File: src/rtl/uart_pkg.sv
// Shared UART definitions: transmitter state encoding, line levels and
// counter sizing. Intended to be reused by the receiver.
package uart_pkg;

  typedef enum logic [2:0] {
    ST_IDLE,
    ST_FETCH,
    ST_LOAD,
    ST_START,
    ST_DATA,
    ST_PARITY,
    ST_STOP
  } uart_tx_state_e;

  localparam logic IDLE_LVL  = 1'b1;
  localparam logic START_LVL = 1'b0;

  // Width of a counter holding 0..n-1, never narrower than one bit.
  function automatic int unsigned cnt_width(input int unsigned n);
    int unsigned w;
    w = 32'($clog2(n));
    return (w == 0) ? 1 : w;
  endfunction

endpackage

File: src/rtl/uart_tx_drain_if.sv
// FIFO read-side handshake between the byte FIFO and the UART drain.
interface uart_tx_drain_if #(
  parameter int unsigned DATA_W = 8
) ();

  logic              fifo_rd;
  logic              fifo_empty;
  logic [DATA_W-1:0] fifo_dout;

  // master: the drain issuing pops; slave: the FIFO serving them
  modport master (
    output fifo_rd,
    input  fifo_empty,
    input  fifo_dout
  );

  modport slave (
    input  fifo_rd,
    output fifo_empty,
    output fifo_dout
  );

endinterface

File: src/rtl/uart_baud_cnt.sv
// Bit-period counter: counts 0..CLKS_PER_BIT-1 while enabled and flags the
// last cycle of each bit with tick.
module uart_baud_cnt
  import uart_pkg::*;
#(
  parameter int unsigned CLKS_PER_BIT = 16
) (
  input  logic clk,
  input  logic rst,
  input  logic clr,
  input  logic en,
  output logic tick
);

  localparam int unsigned      CNT_W = cnt_width(CLKS_PER_BIT);
  localparam logic [CNT_W-1:0] LAST  = CNT_W'(CLKS_PER_BIT - 1);

  logic [CNT_W-1:0] cnt;

  // Decode of a flop; consumed only by the FSM, never by the pad.
  assign tick = en && (cnt == LAST);

  always_ff @(posedge clk) begin
    if (rst || clr) begin
      cnt <= '0;
    end else if (en) begin
      cnt <= tick ? '0 : cnt + CNT_W'(1);
    end
  end

endmodule

File: src/rtl/uart_tx_drain.sv
// Pops bytes from the byte FIFO one at a time and serialises each onto txd
// as start, LSB-first data, optional parity and 1..2 stop bits.
module uart_tx_drain
  import uart_pkg::*;
#(
  parameter int unsigned CLKS_PER_BIT = 16,
  parameter int unsigned DATA_W       = 8,
  parameter int unsigned PARITY_EN    = 0,
  parameter int unsigned PARITY_ODD   = 0,
  parameter int unsigned STOP_BITS    = 1
) (
  input  logic                   clk,
  input  logic                   rst,
  input  logic                   tx_en,
  uart_tx_drain_if.master        fifo,
  output logic                   txd,
  output logic                   busy,
  output logic                   tx_done
);

  localparam int unsigned      IDX_W    = cnt_width(DATA_W) + 1;
  localparam logic [IDX_W-1:0] LAST_IDX = IDX_W'(DATA_W - 1);
  localparam logic [IDX_W-1:0] STOP_IDX = IDX_W'(STOP_BITS - 1);
  localparam logic             PAR_ODD  = (PARITY_ODD != 0);

  uart_tx_state_e    state;
  logic [IDX_W-1:0]  bit_idx;
  logic [DATA_W-1:0] shift_reg;
  logic [DATA_W-1:0] shift_nxt;
  logic              par_bit;
  logic              bit_active;
  logic              tick;

  assign shift_nxt  = shift_reg >> 1;
  assign bit_active = (state == ST_START) || (state == ST_DATA) ||
                      (state == ST_PARITY) || (state == ST_STOP);

  // Baud counter sits at zero outside the serial states so each bit starts clean.
  uart_baud_cnt #(
    .CLKS_PER_BIT (CLKS_PER_BIT)
  ) u_baud (
    .clk  (clk),
    .rst  (rst),
    .clr  (!bit_active),
    .en   (bit_active),
    .tick (tick)
  );

  // Frame sequencer; every output is a flop so txd cannot glitch.
  always_ff @(posedge clk) begin
    if (rst) begin
      state        <= ST_IDLE;
      bit_idx      <= '0;
      shift_reg    <= '0;
      par_bit      <= 1'b0;
      txd          <= IDLE_LVL;
      fifo.fifo_rd <= 1'b0;
      busy         <= 1'b0;
      tx_done      <= 1'b0;
    end else begin
      fifo.fifo_rd <= 1'b0;
      tx_done      <= 1'b0;
      unique case (state)
        ST_IDLE: begin
          txd <= IDLE_LVL;
          if (tx_en && !fifo.fifo_empty) begin
            state        <= ST_FETCH;
            fifo.fifo_rd <= 1'b1;
            busy         <= 1'b1;
          end
        end
        ST_FETCH: begin
          state <= ST_LOAD;
        end
        // fifo_dout is valid the cycle after the pop
        ST_LOAD: begin
          shift_reg <= fifo.fifo_dout;
          par_bit   <= (^fifo.fifo_dout) ^ PAR_ODD;
          bit_idx   <= '0;
          txd       <= START_LVL;
          state     <= ST_START;
        end
        ST_START: begin
          if (tick) begin
            txd   <= shift_reg[0];
            state <= ST_DATA;
          end
        end
        ST_DATA: begin
          if (tick) begin
            shift_reg <= shift_nxt;
            if (bit_idx == LAST_IDX) begin
              bit_idx <= '0;
              if (PARITY_EN != 0) begin
                txd   <= par_bit;
                state <= ST_PARITY;
              end else begin
                txd   <= IDLE_LVL;
                state <= ST_STOP;
              end
            end else begin
              bit_idx <= bit_idx + IDX_W'(1);
              txd     <= shift_nxt[0];
            end
          end
        end
        ST_PARITY: begin
          if (tick) begin
            txd   <= IDLE_LVL;
            state <= ST_STOP;
          end
        end
        // bit_idx counts stop bits here
        ST_STOP: begin
          if (tick) begin
            if (bit_idx == STOP_IDX) begin
              bit_idx <= '0;
              busy    <= 1'b0;
              tx_done <= 1'b1;
              state   <= ST_IDLE;
            end else begin
              bit_idx <= bit_idx + IDX_W'(1);
            end
          end
        end
        default: begin
          state <= ST_IDLE;
          busy  <= 1'b0;
          txd   <= IDLE_LVL;
        end
      endcase
    end
  end

endmodule
File: src/flat_wrapper.sv
// flat-port wrapper written by rule: the top's interface ports become plain ports
module uart_tx_drain_flat import uart_pkg::*;
#(
  parameter int unsigned CLKS_PER_BIT = 16,
  parameter int unsigned DATA_W       = 8,
  parameter int unsigned PARITY_EN    = 0,
  parameter int unsigned PARITY_ODD   = 0,
  parameter int unsigned STOP_BITS    = 1
)
  (clk, rst, tx_en, txd, busy, tx_done, fifo_fifo_rd, fifo_fifo_empty, fifo_fifo_dout);
  uart_tx_drain_if #(.DATA_W(DATA_W)) fifo_i ();
  input  logic clk;
  input  logic rst;
  input  logic tx_en;
  output logic txd;
  output logic busy;
  output logic tx_done;
  output wire logic [$bits(fifo_i.fifo_rd)-1:0] fifo_fifo_rd;
  input wire logic [$bits(fifo_i.fifo_empty)-1:0] fifo_fifo_empty;
  input wire logic [$bits(fifo_i.fifo_dout)-1:0] fifo_fifo_dout;
  assign fifo_fifo_rd = fifo_i.fifo_rd;
  assign fifo_i.fifo_empty = fifo_fifo_empty;
  assign fifo_i.fifo_dout = fifo_fifo_dout;
  uart_tx_drain #(.CLKS_PER_BIT(CLKS_PER_BIT), .DATA_W(DATA_W), .PARITY_EN(PARITY_EN), .PARITY_ODD(PARITY_ODD), .STOP_BITS(STOP_BITS)) u_core (.clk(clk), .rst(rst), .tx_en(tx_en), .fifo(fifo_i), .txd(txd), .busy(busy), .tx_done(tx_done));
endmodule
File: config.mk
export PLATFORM = sky130hd
export DESIGN_NAME = uart_tx_drain_flat
export DESIGN_NICKNAME = d
export VERILOG_FILES = /design/src/rtl/uart_pkg.sv /design/src/rtl/uart_tx_drain_if.sv /design/src/rtl/uart_baud_cnt.sv /design/src/rtl/uart_tx_drain.sv /design/src/flat_wrapper.sv
export SDC_FILE = /design/constraint.sdc
export NUM_CORES = 1
export LEC_CHECK = 0
export ABC_AREA = 1
export CAP_MARGIN = 20
export CORE_MARGIN = 4
export CORE_UTILIZATION = 54
export DETAILED_ROUTE_END_ITERATION = 8
export GPL_TIMING_DRIVEN = 0
export PLACE_DENSITY = 0.78
export REMOVE_ABC_BUFFERS = 1
export SLEW_MARGIN = 20
export SYNTH_ARGS = -nofsm -noshare
export SYNTH_HDL_FRONTEND = slang
export SYNTH_SLANG_ARGS = --single-unit
File: constraint.sdc
create_clock -name clk -period 1.9 [get_ports clk]
set_input_delay 0.475 -clock clk [delete_from_list [all_inputs] [get_ports clk]]
set_output_delay 0.475 -clock clk [all_outputs]
set_load 0.01 [all_outputs]
==> metrics.cfg <==
[power_and_ir_drop]
power.total_mw=1.72
p_leak_nw=0.673
p_per_area_nw_per_um2=1170
peakVddDrop_v=0.000834

[timing]
max_slew.worst_pin.slew_ps=525
fin_skew_ps=10.3
fin_tns_setup_ps=0
final-hold-violation-count=0
fmax_ghz=0.585
setup_violations=0
period_needed_ps=1710
finalMaxSlewViolations=0
min_period_over_period_pct=89.9
slew_headroom_pct=65.0
rsz0062_at_grt=false

[cts]
cts_hold_buffers=0
cts.sinks=23
clockRootBuffer=clkbuf_4
cts_tree=yes
cts_setup_buffers=0
insertion_delay_ps=310
cts_resized=0
clk_pin_slew_ps=120
cts.path.max_buffers=2
htreeDepth=1
cts_buffers=3

[finish]
layout-drive-gt1-share_pct=18.0
final_nets=205
antenna_cells=0
largest_reg_flops=8
syn2layout_area_growth_pct=13.3

[detailed_routing]
drt_wl_total_um=2510
avgRoutedWirePerCell_um=11.6
drc=0
drt-pass1-iter-count=4
antenna_left=0
first_iter_violations=30
avgViaCountPerCell=5.29
dr_total_vias=1149

[global_routing]
grt_use_total_pct=17.3
grt_overflow=0
antenna_found_initial=0
grt_pass1_vias=1097
grt_max_degree=18
grt_pass1_wl_um=4530

[logic_synthesis]
synth_top_family_by_area=simple AND/OR/NAND/NOR gates
synth-adder-area-share_pct=2.89
synth-seq-cells=23
avgSynthCellArea_sq_um=7.46
synthXorXnorAreaFrac_pct=0.674
synthCells=174
syn_area_sq_um=1300
yosys_warnings=0
synthArstFlopShare_pct=0
synth-simple-area-share_pct=33.6
yosys.cell_types.count=30
yosysTopAreaCell=dfxtp_1
muxShareOfSynthArea_pct=0
synth.most_common_cell=nand2_1
synth_area_leaders=dfxtp_1 (35%), nand2_1 (11%), nor2_1 (5.5%), inv_1 (5.2%), nand3_1 (3.9%)
yosysTopAreaCellShare_pct=35.5
synth-edff-count=0
ys_seq_area_share_pct=35.5
synth_common_cells=nand2_1 (37), dfxtp_1 (23), nor2_1 (19), inv_1 (18), nand3_1 (10)
synth_compound_area_share_pct=17.0
synth_top_flop_cell=dfxtp_1

[setup_path]
r2r-start=u_core.state[1]
r2r_end=u_core.shift_reg[4]
worst_path_dominant_cell_family=compound AO/OA/AOI/OAI gates
cp.required_ps=2150
crit_start=u_core.state[1]
critPathBufInv=1
crit_fanout=15
r2r_cells=5
crit_chain=inv_4, nand3_2, o21ai_4, o21ai_0, a31oi_1
crit_end=u_core.shift_reg[4]
r2r_slack_ps=190
critical_path.slowest_cell=dfxtp_1
cp.depth=5
cp-start-kind=flop
cp-end-kind=flop
worst_ep_arrival_time_ps=1960
crit_type=reg -> reg
max_stage_delay_ps=480

[flow_run]
maxCapViolations=0

[floorplanning]
boundaryPins=16
dieArea_sq_um=3250
die_x_um=57.0
initial_core_util_pct=57.6
rows=17
dieHeight_um=57.0
coreArea_sq_um=2250

[outcome]
status=finished, final reports clean

[placement]
place_congestion=0.906
hpwl_um=1990
io_buffers=15

[hold_path]
hold_path_class=reg -> reg

==> report_power, final <==
part | internal, mW | switching (mW)
Sequential | 0.590 | 0.107
Combinational | 0.307 | 0.491
Clock | 0.0820 | 0.142
Total | 0.979 | 0.740
==> worst min-delay path by stage <==
stage	endpoint	from	depth (start not counted)	slack, ps
5_1_grt	u_core.busy	u_core.busy	2	510
6_report	u_core.busy	u_core.busy	2	470
3_5_place_dp	u_core.busy	u_core.busy	2	460
2_1_floorplan	u_core.shift_reg[7]	u_core.shift_reg[7]	2	430
3_3_place_gp	u_core.busy	u_core.busy	2	450
4_1_cts	u_core.busy	u_core.busy	2	470
==> placed cells by master (no fill, tap or decap), types with 2 or more instances in the layout <==
master and count:
clkdlybuf4s50_1 15, clkbuf_4 3, nor3_2 2, a31oi_1 7
nor2_2 2, ha_1 3, o21ai_0 9, a21oi_1 7
nand3_1 10, nand2_2 5, inv_1 18, nand2_4 2
nor2_1 19, nor2_4 2, nand3_2 3, nand2_1 37
inv_2 6, dfxtp_1 23, o21ai_2 4
==> worst register-to-register path, stage by stage, from the launching register on <==
cell     delay [ps]
dfxtp_1         480
inv_4           150
nand3_2         280
o21ai_4         440
o21ai_0         130
a31oi_1         170
==> cells by family after synthesis <==
family | after synthesis
flip-flops | 23
XOR/XNOR | 1
AO/OA/AOI/OAI | 32
adder cells (fa/ha/maj) | 3
AND/OR/NAND/NOR | 86
buffers and inverters | 29
==> metrics by stage <==
stage	hold slack [ps]	utilization, %	setup slack (ps)	area (sq um)	cells
global route	505	65.3	28.6	1470	217
finish	470	65.3	192	1470	217
detailed placement	455	64.1	63.3	1450	213
floorplan	433	-	461	1260	170
global placement	450	64.1	69.1	1450	213
CTS	474	65.3	180	1470	217
==> layout make-up <==
class,count,area (sq um)
clock buffers,4,26.3
fillers,210,783
inverters,25,96.3
multi-input cells,122,703
flip-flops and latches,23,460
well taps,28,35.0
repair buffers,15,150
==> layer usage <==
metal	global-route usage (%)	vias up	wire length, um
li1	-	592	-
met1	19.4	522	1100
met2	31.3	31	1250
met3	3.39	4	128
met4	7.62	0	32
met5	0	-	0
Note: power is estimated with default switching activity, not from simulation.
